===== config.mk =====
export PLATFORM = sky130hd
export DESIGN_NAME = dadd_opnd_pairer
export DESIGN_NICKNAME = d
export VERILOG_FILES = /design/src/rtl/dadd_opnd_defs_pkg.sv /design/src/rtl/dadd_opnd_fifo.sv /design/src/rtl/dadd_opnd_pairer.sv
export SDC_FILE = /design/constraint.sdc
export NUM_CORES = 1
export LEC_CHECK = 0
export ABC_AREA = 1
export CAP_MARGIN = 0
export CORE_ASPECT_RATIO = 1.25
export CORE_MARGIN = 2
export CORE_UTILIZATION = 34
export CTS_BUF_LIST = sky130_fd_sc_hd__clkbuf_2 sky130_fd_sc_hd__clkbuf_4 sky130_fd_sc_hd__clkbuf_8
export CTS_CLUSTER_DIAMETER = 40
export DETAILED_ROUTE_END_ITERATION = 7
export GPL_ROUTABILITY_DRIVEN = 0
export SLEW_MARGIN = 20
export SYNTH_ARGS = -nofsm -noshare
export SYNTH_HDL_FRONTEND = slang
export SYNTH_HIERARCHICAL = 1
export SYNTH_SLANG_ARGS = --single-unit

===== constraint.sdc =====
create_clock -name clk -period 2.32 [get_ports clk]
set_input_delay 0.464 -clock clk [delete_from_list [all_inputs] [get_ports clk]]
set_output_delay 0.464 -clock clk [all_outputs]
set_load 0.005 [all_outputs]

===== src/rtl/dadd_opnd_defs_pkg.sv =====
// rtl/dadd_opnd_defs_pkg.sv - shared constants and pair type for the dadd operand pairer
package dadd_opnd_defs_pkg;

    localparam int DATA_W_DEF = 8;
    localparam int DEPTH_DEF  = 4;
    localparam int LVL_W_DEF  = $clog2(DEPTH_DEF) + 1;

    typedef struct packed {
        logic [DATA_W_DEF-1:0] a;
        logic [DATA_W_DEF-1:0] b;
    } pair_t;

endpackage


===== src/rtl/dadd_opnd_fifo.sv =====
// rtl/dadd_opnd_fifo.sv - single-clock operand FIFO with flush, level and head-of-queue data
module dadd_opnd_fifo #(
    parameter int DATA_W = 8,
    parameter int DEPTH  = 4,
    localparam int PTR_W = $clog2(DEPTH),
    localparam int LVL_W = PTR_W + 1
) (
    input  logic              clk,
    input  logic              rst_n,
    input  logic              flush,
    input  logic              push,
    input  logic              pop,
    input  logic [DATA_W-1:0] wdata,
    output logic [LVL_W-1:0]  level,
    output logic              full,
    output logic              empty,
    output logic [DATA_W-1:0] head
);

    logic [DATA_W-1:0] mem [DEPTH];
    logic [PTR_W-1:0]  wr_ptr;
    logic [PTR_W-1:0]  rd_ptr;

    // Storage is not reset: the level counter alone decides what is valid.
    always_ff @(posedge clk) begin
        if (push && !flush) begin
            mem[wr_ptr] <= wdata;
        end
    end

    always_ff @(posedge clk or negedge rst_n) begin
        if (!rst_n) begin
            wr_ptr <= '0;
            rd_ptr <= '0;
            level  <= '0;
        end else if (flush) begin
            wr_ptr <= '0;
            rd_ptr <= '0;
            level  <= '0;
        end else begin
            if (push) begin
                wr_ptr <= wr_ptr + 1'b1;
            end
            if (pop) begin
                rd_ptr <= rd_ptr + 1'b1;
            end
            case ({push, pop})
                2'b10:   level <= level + 1'b1;
                2'b01:   level <= level - 1'b1;
                default: level <= level;
            endcase
        end
    end

    assign full  = (level == LVL_W'(DEPTH));
    assign empty = (level == '0);
    assign head  = mem[rd_ptr];

endmodule


===== src/rtl/dadd_opnd_pairer.sv =====
// rtl/dadd_opnd_pairer.sv - pairs buffered A and B operand streams into one stream for dadd
module dadd_opnd_pairer
    import dadd_opnd_defs_pkg::*;
#(
    parameter int DATA_W = DATA_W_DEF,
    parameter int DEPTH  = DEPTH_DEF,
    parameter int CNT_W  = 16
) (
    input  logic                       clk,
    input  logic                       rst_n,
    input  logic                       flush,
    input  logic                       a_vld,
    input  logic [DATA_W-1:0]          a_data,
    output logic                       a_rdy,
    input  logic                       b_vld,
    input  logic [DATA_W-1:0]          b_data,
    output logic                       b_rdy,
    output logic                       out_vld,
    output logic [DATA_W-1:0]          out_a,
    output logic [DATA_W-1:0]          out_b,
    input  logic                       out_rdy,
    output logic [CNT_W-1:0]           pair_cnt,
    output logic [$clog2(DEPTH):0]     a_lvl,
    output logic [$clog2(DEPTH):0]     b_lvl
);

    logic              a_full;
    logic              b_full;
    logic              a_empty;
    logic              b_empty;
    logic [DATA_W-1:0] a_head;
    logic [DATA_W-1:0] b_head;
    logic              a_push;
    logic              b_push;
    logic              pair_pop;

    // Ready deliberately ignores a same-cycle pop, keeping a_rdy off the out_rdy path.
    assign a_rdy  = rst_n && !flush && !a_full;
    assign b_rdy  = rst_n && !flush && !b_full;
    assign a_push = a_vld && a_rdy;
    assign b_push = b_vld && b_rdy;

    assign out_vld  = !a_empty && !b_empty;
    assign pair_pop = out_vld && out_rdy && !flush;
    assign out_a    = out_vld ? a_head : '0;
    assign out_b    = out_vld ? b_head : '0;

    dadd_opnd_fifo #(
        .DATA_W (DATA_W),
        .DEPTH  (DEPTH)
    ) u_fifo_a (
        .clk   (clk),
        .rst_n (rst_n),
        .flush (flush),
        .push  (a_push),
        .pop   (pair_pop),
        .wdata (a_data),
        .level (a_lvl),
        .full  (a_full),
        .empty (a_empty),
        .head  (a_head)
    );

    dadd_opnd_fifo #(
        .DATA_W (DATA_W),
        .DEPTH  (DEPTH)
    ) u_fifo_b (
        .clk   (clk),
        .rst_n (rst_n),
        .flush (flush),
        .push  (b_push),
        .pop   (pair_pop),
        .wdata (b_data),
        .level (b_lvl),
        .full  (b_full),
        .empty (b_empty),
        .head  (b_head)
    );

    always_ff @(posedge clk or negedge rst_n) begin
        if (!rst_n) begin
            pair_cnt <= '0;
        end else if (flush) begin
            pair_cnt <= '0;
        end else if (pair_pop && (pair_cnt != '1)) begin
            pair_cnt <= pair_cnt + 1'b1;
        end
    end

endmodule


Yosys cells after proc, flatten, opt, wreduce, memory -nomap -nowiden
Memory sizes are Yosys's and may differ from the RTL's.
Index checks and enable logic that the tools add are counted.
Widths: inputs -> output; s select.
{ "op_classes": {"addsub": 9, "eq_ne": 7, "muxes": 20, "reduce_logical": 24} }
{ "ops": {"columns": ["cell", "count"], "rows": [
  ["$mux 16", 2],
  ["$add 16x1->16 const B", 1],
  ["$mux 2", 8],
  ["$mux 8", 2],
  ["$ne 16x16->1 const B", 1],
  ["$pmux 3 s2", 2],
  ["$logic_and 1x1->1", 11],
  ["$add 2x1->2 const B", 4],
  ["$reduce_bool 2->1", 4],
  ["$add 3x1->3 const B", 2],
  ["$eq 3x3->1 const B", 2],
  ["$logic_not 3->1", 2],
  ["$mux 3", 2],
  ["$reduce_bool 3->1", 2],
  ["$sub 3x1->3 const B", 2],
  ["$logic_not 1->1", 5],
  ["$eq 2x1->1 const B", 2],
  ["$eq 2x2->1 const B", 2],
  ["$mux 1", 4]
]} }
{ "totals": {"register_bits": 30, "ram_bits": 64, "inputBits": 22, "out_inout_bits": 41, "elab_cells": 69, "n_memories": 2} }
{ "memory_table": {"columns": ["memory", "depth", "width", "rd", "rd_clocked_by_memory_dff", "wr", "line", "rtl"], "rows": [
  ["u_fifo_a.mem", 4, 8, 1, 0, 1, "dadd_opnd_fifo.sv:20", "logic [DATA_W-1:0] mem [DEPTH];"],
  ["u_fifo_b.mem", 4, 8, 1, 0, 1, "dadd_opnd_fifo.sv:20", null]
]} }

Longest topological paths before layout
Gate-level depths: netlist of run 1.
{ "depth": {"ltp_word": 8, "depth_mapped": 14, "depth_no_buf": 14} }

By module
The synthesis of run 1 kept the hierarchy.
{ "by_module_without_submodules": {"columns": ["mod", "instances", "cells_per_inst", "area_per_inst_um2", "seq_area_each_um2"], "rows": [
  ["dadd_opnd_fifo (u_fifo_a)", 1, 137, 1736.7, 1136.1],
  ["dadd_opnd_fifo (u_fifo_b)", 1, 137, 1654.1, 1136.1],
  ["dadd_opnd_pairer", 1, 192, 1206.2, 400.4]
]} }

Worst setup path before layout of run 1
Ideal clock, no wire load.
{ "synth_path": {"kind": "flip-flop to flip-flop", "from": "reg u_fifo_a.level[0]", "to": "reg u_fifo_b.level[2]", "setup_ns": 0.117, "arrival_time_ns": 1.832, "required_time_ns": 2.203, "slack_ns": 0.371, "path_stages_with_launch": 14, "n_path_buf": 0, "period_less_slack_ns": 1.949, "path_cell_list": "dfrtp_1 nor3_1 nor2_1 nand3_2 clkinv_1 inv_1 nor2_1 fa_1 inv_1 nand2_1 nand3_1 nand2_1 nand2_1 nand2_1"} }
{ "synth_via": {"elab_chain_len": 8, "word_cells_on_any_way": 10, "cone_classes": "eq/ne (2); mux (2); reduce/logical (6)"} }
{ "synth_rtl": {"columns": ["item", "line", "rtl"], "rows": [
  ["from (decl)", "dadd_opnd_fifo.sv:14", "output logic [LVL_W-1:0] level,"],
  ["from (signal assigned)", "dadd_opnd_fifo.sv:48", "2'b10: level <= level + 1'b1;"],
  ["from (signal assigned)", "dadd_opnd_fifo.sv:49", "2'b01: level <= level - 1'b1;"],
  ["from (signal assigned)", "dadd_opnd_fifo.sv:50", "default: level <= level;"],
  ["$logic_not 3->1 (*)", "dadd_opnd_fifo.sv:56", "assign empty = (level == '0);"],
  ["net a_empty", "dadd_opnd_pairer.sv:29", "logic a_empty;"],
  ["$logic_not 1->1 (*)", "dadd_opnd_pairer.sv:43", "assign out_vld = !a_empty && !b_empty;"],
  ["$logic_and 1x1->1 (*)", "dadd_opnd_pairer.sv:43", null],
  ["net out_vld", "dadd_opnd_pairer.sv:18", "output logic out_vld,"],
  ["$logic_and 1x1->1 (*) (2 in series)", "dadd_opnd_pairer.sv:44", "assign pair_pop = out_vld && out_rdy && !flush;"],
  ["net pair_pop", "dadd_opnd_pairer.sv:35", "logic pair_pop;"],
  ["$eq 2x1->1 or $eq 2x2->1 (tied branches)", "dadd_opnd_fifo.sv:47", "case ({push, pop})"],
  ["$pmux 3 s2", "dadd_opnd_fifo.sv:47", null],
  ["$mux 3", "dadd_opnd_fifo.sv:36", "end else if (flush) begin"],
  ["to (signal assigned)", "dadd_opnd_fifo.sv:48", null],
  ["to (signal assigned)", "dadd_opnd_fifo.sv:49", null],
  ["to (signal assigned)", "dadd_opnd_fifo.sv:50", null],
  ["to (decl)", "dadd_opnd_fifo.sv:14", null]
]} }
Mark *: on every way through the listed nets, which the timed path passes. The rest lies on a longest branch.
A chain may end at the register's enable or synchronous reset.

Worst setup path in the final report of run 1
{ "layout_path": {"from": "reg u_fifo_b.level[2]", "to": "out b_rdy"} }
{ "layout_via": {"elab_chain_len": 3} }
{ "layout_rtl": {"columns": ["item", "line", "rtl"], "rows": [
  ["$eq 3x3->1", "dadd_opnd_fifo.sv:55", "assign full = (level == LVL_W'(DEPTH));"],
  ["net b_full", "dadd_opnd_pairer.sv:28", "logic b_full;"],
  ["$logic_not 1->1", "dadd_opnd_pairer.sv:39", "assign b_rdy = rst_n && !flush && !b_full;"],
  ["$logic_and 1x1->1", "dadd_opnd_pairer.sv:39", null],
  ["to (decl)", "dadd_opnd_pairer.sv:17", "output logic b_rdy,"]
]} }
The timed path passes the listed nets, and every way through them passes these cells.

==> results by group, run 1 <==
Global routing
  • Largest net degree at the start of global routing: 31
  • Congestion Overflow GR: 0
  • First-pass GRT wire length: around 17 mm
  • Via count of the first global-routing pass: ~3600
  • Global Route Usage Sum: 0.1507
  • Initial antenna violation count: 0

CTS
  • # hold bufs at CTS: 0
  • CTS sink cnt: between 90 and 100
  • Clk slew on worst S/H paths: between 100 and 150 ps
  • CTS tree: done
  • Number of H-tree levels: 3
  • CTS Buffer Depth: 2
  • Worst skew pair latency: roughly 370 ps
  • Root buffer cell: clkbuf_8
  • Cts bufs inserted: 9

Power
  • Switching share of power: 0.2958
  • Cell Pwr Density: approximately 640 mW/mm^2
  • Clk pwr share: 0.282
  • Leak: between 2 and 2.5 nW
  • Sequential power share: 0.494
  • Internal power: approximately 2.7 mW
  • Logic pwr share: 0.224
  • Maximum VDD drop: roughly 0.41 mV
  • Sw power: 1.118 mW
  • Pwr Total: about 3.8 mW

Final layout
  • Final #Nets: about 600
  • Area grow syn2layout: 28.61%
  • Share of cells above drive strength 1: 0.1872
  • End-of-flow core utilization: 0.4468
  • Antenna Cells: 0
  • Final instance area: 0.005912 sq mm

Detailed routing
  • Routed len/inst: between 10 and 15 microns
  • DR iter-0 viols: 123
  • Drt first pass iters: 6
  • Vias per cell: around 4.8
  • Vias after detailed routing: 3560
  • Antenna Violating Nets Remaining: 0
  • # DRC: 0
  • Final wirelength: 10.40 mm

Synth
  • Synth top area cells: edfxtp_1 (42%), dfrtp_1 (16%), nand2_1 (6.9%), nor2_1 (5.6%), inv_1 (4.8%)
  • Adder-cell share of the synthesized area: 0.03321
  • Post-Synth XOR/XNOR Area: 0.005716
  • Synth warn: 6
  • Synth top area share: 0.4181
  • Post-Syn Nets: 499
  • Synth Area in Compound Gates: 0.09336
  • #FFs+latches synth: 94
  • FFs w/ async S/R, synth: 0.3191
  • Sequential area share after synthesis: 0.5814
  • Largest family of logic cells by synthesized area: simple AND/OR/NAND/NOR gates
  • Top cells by count, synth: nand2_1 (84), nor2_1 (68), edfxtp_1 (64)
  • Yosys cell types: 33
  • Synth Area in Simple Gates: 0.2079
  • Mux contribution to synthesized area: 0
  • Most common cell in the netlist: nand2_1
  • Prevailing post-synth register cell: edfxtp_1
  • Post-synth EDFFs: 64
  • Leading area contributor after synthesis: edfxtp_1
  • Average size of a mapped cell: between 9 and 10 sq um
  • Post-synthesis cell area: 0.004597 sq mm
  • Gate Count Post-Synth: approximately 470

STA
  • Endpoints failing hold: 0
  • Minimum clock period after layout: ~2200 ps
  • Fin. max-slew vios: 0
  • Final TNS setup: 0 ps
  • Fmax achieved: roughly 450 MHz
  • Relative slew margins: 0.7298
  • Final period utilization: 0.9599
  • Worst Tran Pin Value: between 400 and 500 ps
  • Hold slack: approximately 300 ps
  • Final Setup Violations: 0
  • RSZ-0062 raised after global routing: no
  • Setup Skew: between 10 and 15 ps

Floorplan
  • Die height: between 100 and 150 microns
  • Placement Rows: 47
  • I/O pin count: 63
  • Die Wd: 108 microns
  • Initial core utilization: 0.3474
  • Std-Cell Core Area: 0.01323 sq mm
  • Die footprint: between 0.01 and 0.015 sq mm

Worst setup path
  • CP max FO: 4
  • Critical Path AT: 1760 ps
  • CP endpoint kind: primary output
  • Startpoint Class: flip-flop
  • CP Class: flip-flop to primary output
  • Data required time of the worst path: 1860 ps

Placed design
  • Post-DP Area: ~0.0056 sq mm
  • Port-buffer cells: 62
  • DP Wirelength: 7.311 mm

Worst hold path
  • Worst hold path class: input port to asynchronous set/reset pin

Flow run
  • Total of max-cap violations: 0

Run status
  • Status: finished clean
sequential cells by signal, indices dropped and copies added, names as in the netlist:
name and flops:
pair_cnt 16, u_fifo_b/rd_ptr 2, u_fifo_a/level 3, u_fifo_a/rd_ptr 2, u_fifo_b/mem 32, u_fifo_a/mem 32, u_fifo_b/wr_ptr 2, u_fifo_b/level 3
u_fifo_a/wr_ptr 2
layout make-up:
cell class                      count  area [sq um]
Clock buffer                        9         123.9
Fill cell                        1288          7320
Tap cell                          171         214.0
Timing Repair Buffer              104         949.7
Sequential cell                    94          2674
Inverter                           67         277.8
Multi-Input combinational cell    296          1609
Clock inverter                      7         63.81
stage by stage:
step | cells | setup WS (ps)
final | 748 | 93.14
after global routing | 748 | 1.406
after CTS | 749 | 5.910
after detailed placement | 728 | -210.5
after global placement | 728 | -206.3
after floorplan | 466 | 371.4
metal layers:
layer | up-vias | global-route usage | routed length [microns]
li1 | 1761 | - | -
met1 | 1686 | 0.1883 | 4475
met2 | 90 | 0.2519 | 5167
met3 | 23 | 0.03110 | 481
met4 | 0 | 0.06481 | 280
met5 | - | 0 | 0
placed cells by master, fill, tap and decap left out, types with 4 or more instances in the layout:
cell | netlist | layout
o22ai_1 | 8 | 8
nor2_2 | 8 | 9
buf_4 | 0 | 39
nor2_1 | 68 | 67
nand2_1 | 84 | 84
inv_2 | 5 | 8
clkdlybuf4s50_1 | 0 | 43
ha_1 | 9 | 9
inv_1 | 59 | 55
o22ai_2 | 8 | 8
nand2_2 | 4 | 4
nand4_1 | 11 | 11
nor2_4 | 5 | 5
dfrtp_1 | 30 | 29
dlygate4sd2_1 | 0 | 17
a21oi_1 | 4 | 4
nor3_2 | 0 | 4
nand3_1 | 21 | 21
o21ai_0 | 31 | 31
edfxtp_1 | 64 | 64
clkbuf_8 | 0 | 9
o21ai_1 | 13 | 13
worst max-delay path, stage by stage (launching register included):
cell	delay (ps)
dfrtp_1	400
buf_4	160
inv_2	70
nor3_4	40
nor3_4	190
clkdlybuf4s50_1	530
power by group through the flow:
stage	logic, mW	registers (mW)	clock network [mW]
6_report	0.846	1.87	1.07
3_3_place_gp	0.794	1.90	0
2_1_floorplan	0.347	1.92	0
5_1_grt	0.936	1.87	1.16
4_1_cts	0.853	1.87	1.10
3_5_place_dp	0.808	1.90	0
timing repair:
| item | in CTS | in global routing |
|---|---|---|
| setup endpoints to repair | 18 | 11 |
| setup buffers | 6 | 0 |
| gates resized for setup | 29 | 10 |
| endpoints found under the hold margin | 0 | 0 |
| pin swaps | 3 | 3 |
kinds of logic after synthesis:
kind of cell | Yosys count
simple gates | 213
flops | 94
buf+inv | 76
compound gates | 69
fa+ha+maj | 11
xor+xnor | 3
path summary, 6_finish.rpt:
kind	startpoint	end	slack (ps)	depth (start not counted)
hold / removal	rst_n	pair_cnt[9]$_DFFE_PN0P_	300	2
setup reg to reg	u_fifo_b/level[2]$_DFFE_PN0P_	u_fifo_b/level[2]$_DFFE_PN0P_	230	15
setup / recovery	u_fifo_b/level[2]$_DFFE_PN0P_	b_rdy	90	5
hold reg to reg	pair_cnt[9]$_DFFE_PN0P_	pair_cnt[9]$_DFFE_PN0P_	570	2
max in group asynchronous	rst_n	u_fifo_a/rd_ptr[1]$_DFFE_PN0P_	1700	2
min in group clk	pair_cnt[9]$_DFFE_PN0P_	pair_cnt[9]$_DFFE_PN0P_	570	2
Note: power is estimated with default switching activity, not from simulation.
==> run 2, diff against run 1 <==
Settings changed: DONT_BUFFER_PORTS set to 1.
==> run 2 against run 1 <==
Against the previous run: via count shrank 9.7%; combinational power decreased by 40%; sequential share of layout area grew 7.1 points; clock power rose by 7%; flip-flop and latch count is the same; critical path depth up 8; fmax rose by 6.9%; largest power group unchanged.
==> results by group, run 2 (synthesis gave the netlist of run 1 again) <==
Run status
  • Status: finished clean

Final layout
  • Area grow syn2layout: 11.19%
  • Most common cell after layout, fill and taps aside: nand2_1
  • Top flop regs: u_fifo_a/mem (32), u_fifo_b/mem (32), pair_cnt (16)
  • Fill count: approximately 1300
  • Area of the multi-input gates: between 0.0015 and 0.002 sq mm
  • Share of cells above drive strength 1: 0.1582
  • Final #Nets: between 500 and 600
  • Seq. cell area: approximately 0.0027 sq mm
  • Most frequent cells in the layout: nand2_1 (84), nor2_1 (67), edfxtp_1 (64)

Worst setup path
  • Largest delay contributor family on the critical path: simple AND/OR/NAND/NOR gates
  • Most used cell, CP: nand2_1
  • Worst Setup SP: u_fifo_b/level[2]$_DFFE_PN0P_
  • Critical Path AT: 2350 ps
  • FF-to-FF End: u_fifo_b/level[2]$_DFFE_PN0P_
  • Reg2reg path depth: 13
  • CP endpoint kind: flip-flop
  • CP Class: flip-flop to flip-flop
  • Startpoint Class: flip-flop
  • Worst flop-to-flop path startpoint: u_fifo_b/level[2]$_DFFE_PN0P_
  • Data required time of the worst path: 2580 ps
  • Reg-to-reg slack, setup: 240 ps
  • CP peak stage delay: 460 ps
  • Bufs and invs on worst path: 3
  • Crit-path slowest cell: dfrtp_1
  • Worst path cell trace: nor3_2 -> nor2_2 -> nand3_2 -> clkinv_1 -> inv_1 -> nor2_1 -> fa_1 -> inv_1 -> nand2_1 -> nand3_1 -> nand2_1 -> nand2_1 -> nand2_1
  • CP max FO: 5

Worst hold path
  • Hold_sp: b_data[1]
  • Worst hold stages: 0
  • Min-Delay Endpoint: u_fifo_b/mem[0][1]$_DFFE_PP_
  • Worst hold path class: input port to flip-flop

CTS
  • Cts bufs inserted: 9
  • Clk slew on worst S/H paths: about 100 ps
  • Number of H-tree levels: 3
  • CTS sink cnt: 94
  • Worst skew pair latency: around 360 ps
  • CTS tree: done
  • Root buffer cell: clkbuf_8
  • CTS Buffer Depth: 2

STA
  • Final Setup Violations: 0
  • Final TNS setup: 0 ps
  • Final period utilization: 0.8979
  • RSZ-0062 raised after global routing: no
  • Worst Tran Pin Value: between 400 and 500 ps
  • Minimum clock period after layout: 2083 ps
  • Worst setup margin: roughly 240 ps
  • Fmax achieved: between 400 and 500 MHz
  • Endpoints failing hold: 0
  • Setup Skew: around 14 ps
  • Fin. max-slew vios: 0
  • Relative slew margins: 0.7241
  • Hold slack: ~180 ps

Global routing
  • Via count of the first global-routing pass: 3276
  • Largest net degree at the start of global routing: 31
  • Initial antenna violation count: 1
  • Global Route Usage Sum: 0.1472
  • First-pass GRT wire length: 16.34 mm
  • Congestion Overflow GR: 0

Detailed routing
  • Vias after detailed routing: around 3200
  • Final wirelength: roughly 10 mm
  • Antenna Violating Nets Remaining: 0
  • Routed len/inst: 15.11 microns
  • # DRC: 0
  • Vias per cell: about 4.8
  • DR iter-0 viols: about 130
  • Drt first pass iters: 4

Floorplan
  • Die Wd: 108 microns
  • Die footprint: between 0.01 and 0.015 sq mm
  • Die height: 134 microns
  • Std-Cell Core Area: approximately 0.013 sq mm
  • Placement Rows: 47
  • I/O pin count: 63
  • Initial core utilization: 0.3474

Placed design
  • Post-placement setup slack: between 100 and 150 ps
  • Port-buffer cells: 0
  • DP Wirelength: a little under 7 mm

Power
  • Maximum VDD drop: 0.3055 mV
  • Leak: approximately 2.1 nW
  • Cell Pwr Density: between 600 and 700 mW/mm^2

Flow run
  • Total of max-cap violations: 0
## run 2: repair_timing
action / 4_1_cts / 5_1_grt
endpoints found under the hold margin: 30 / 0
resized for setup: 0 / 7
buffers inserted: 0 / 0
endpoints found under the setup margin: 0 / 10
hold buffers: 2 / 0
## run 2: layer usage
layer,wire length (microns),global-route usage
met1,4043,0.1629
met5,0,0
met3,647,0.05005
met4,149,0.05128
met2,5204,0.2610
## run 2: per-stage QoR
step	util	instance area, sq um	power [mW]	cells
6_report	0.3863	5111	3.538	665
3_5_place_dp	0.3665	4850	2.416	646
4_1_cts	0.3846	5089	3.583	664
2_1_floorplan	-	4597	2.265	466
3_3_place_gp	0.3665	4850	2.399	646
5_1_grt	0.3861	5109	3.726	664
## run 2: worst max path at each step
stage                                         end  cells past startpoint
floorplan           u_fifo_b/level[2]$_DFFE_PN0P_                     13
global placement    u_fifo_b/level[2]$_DFFE_PN0P_                     13
detailed placement  u_fifo_b/level[2]$_DFFE_PN0P_                     13
CTS                                      out_b[1]                      4
global route        u_fifo_a/level[2]$_DFFE_PN0P_                     13
finish              u_fifo_b/level[2]$_DFFE_PN0P_                     13
## run 2: area by class of cell
class | count | share of cell area
multi-input combinational | 296 | 0.3084
tap | 171 | 0.04186
antenna | 1 | 0.0004896
clock buffer | 9 | 0.02424
sequential | 94 | 0.5236
clock inverter | 7 | 0.01665
timing repair buffer | 20 | 0.03231
inverter | 67 | 0.05239
## run 2: where the power goes
group	leakage, nW	switching, mW	internal, mW	total (mW)
combinational	0.981	0.343	0.168	0.511
clock	0.107	0.621	0.521	1.14
sequential	0.985	0.0474	1.84	1.88
total	2.07	1.01	2.53	3.54
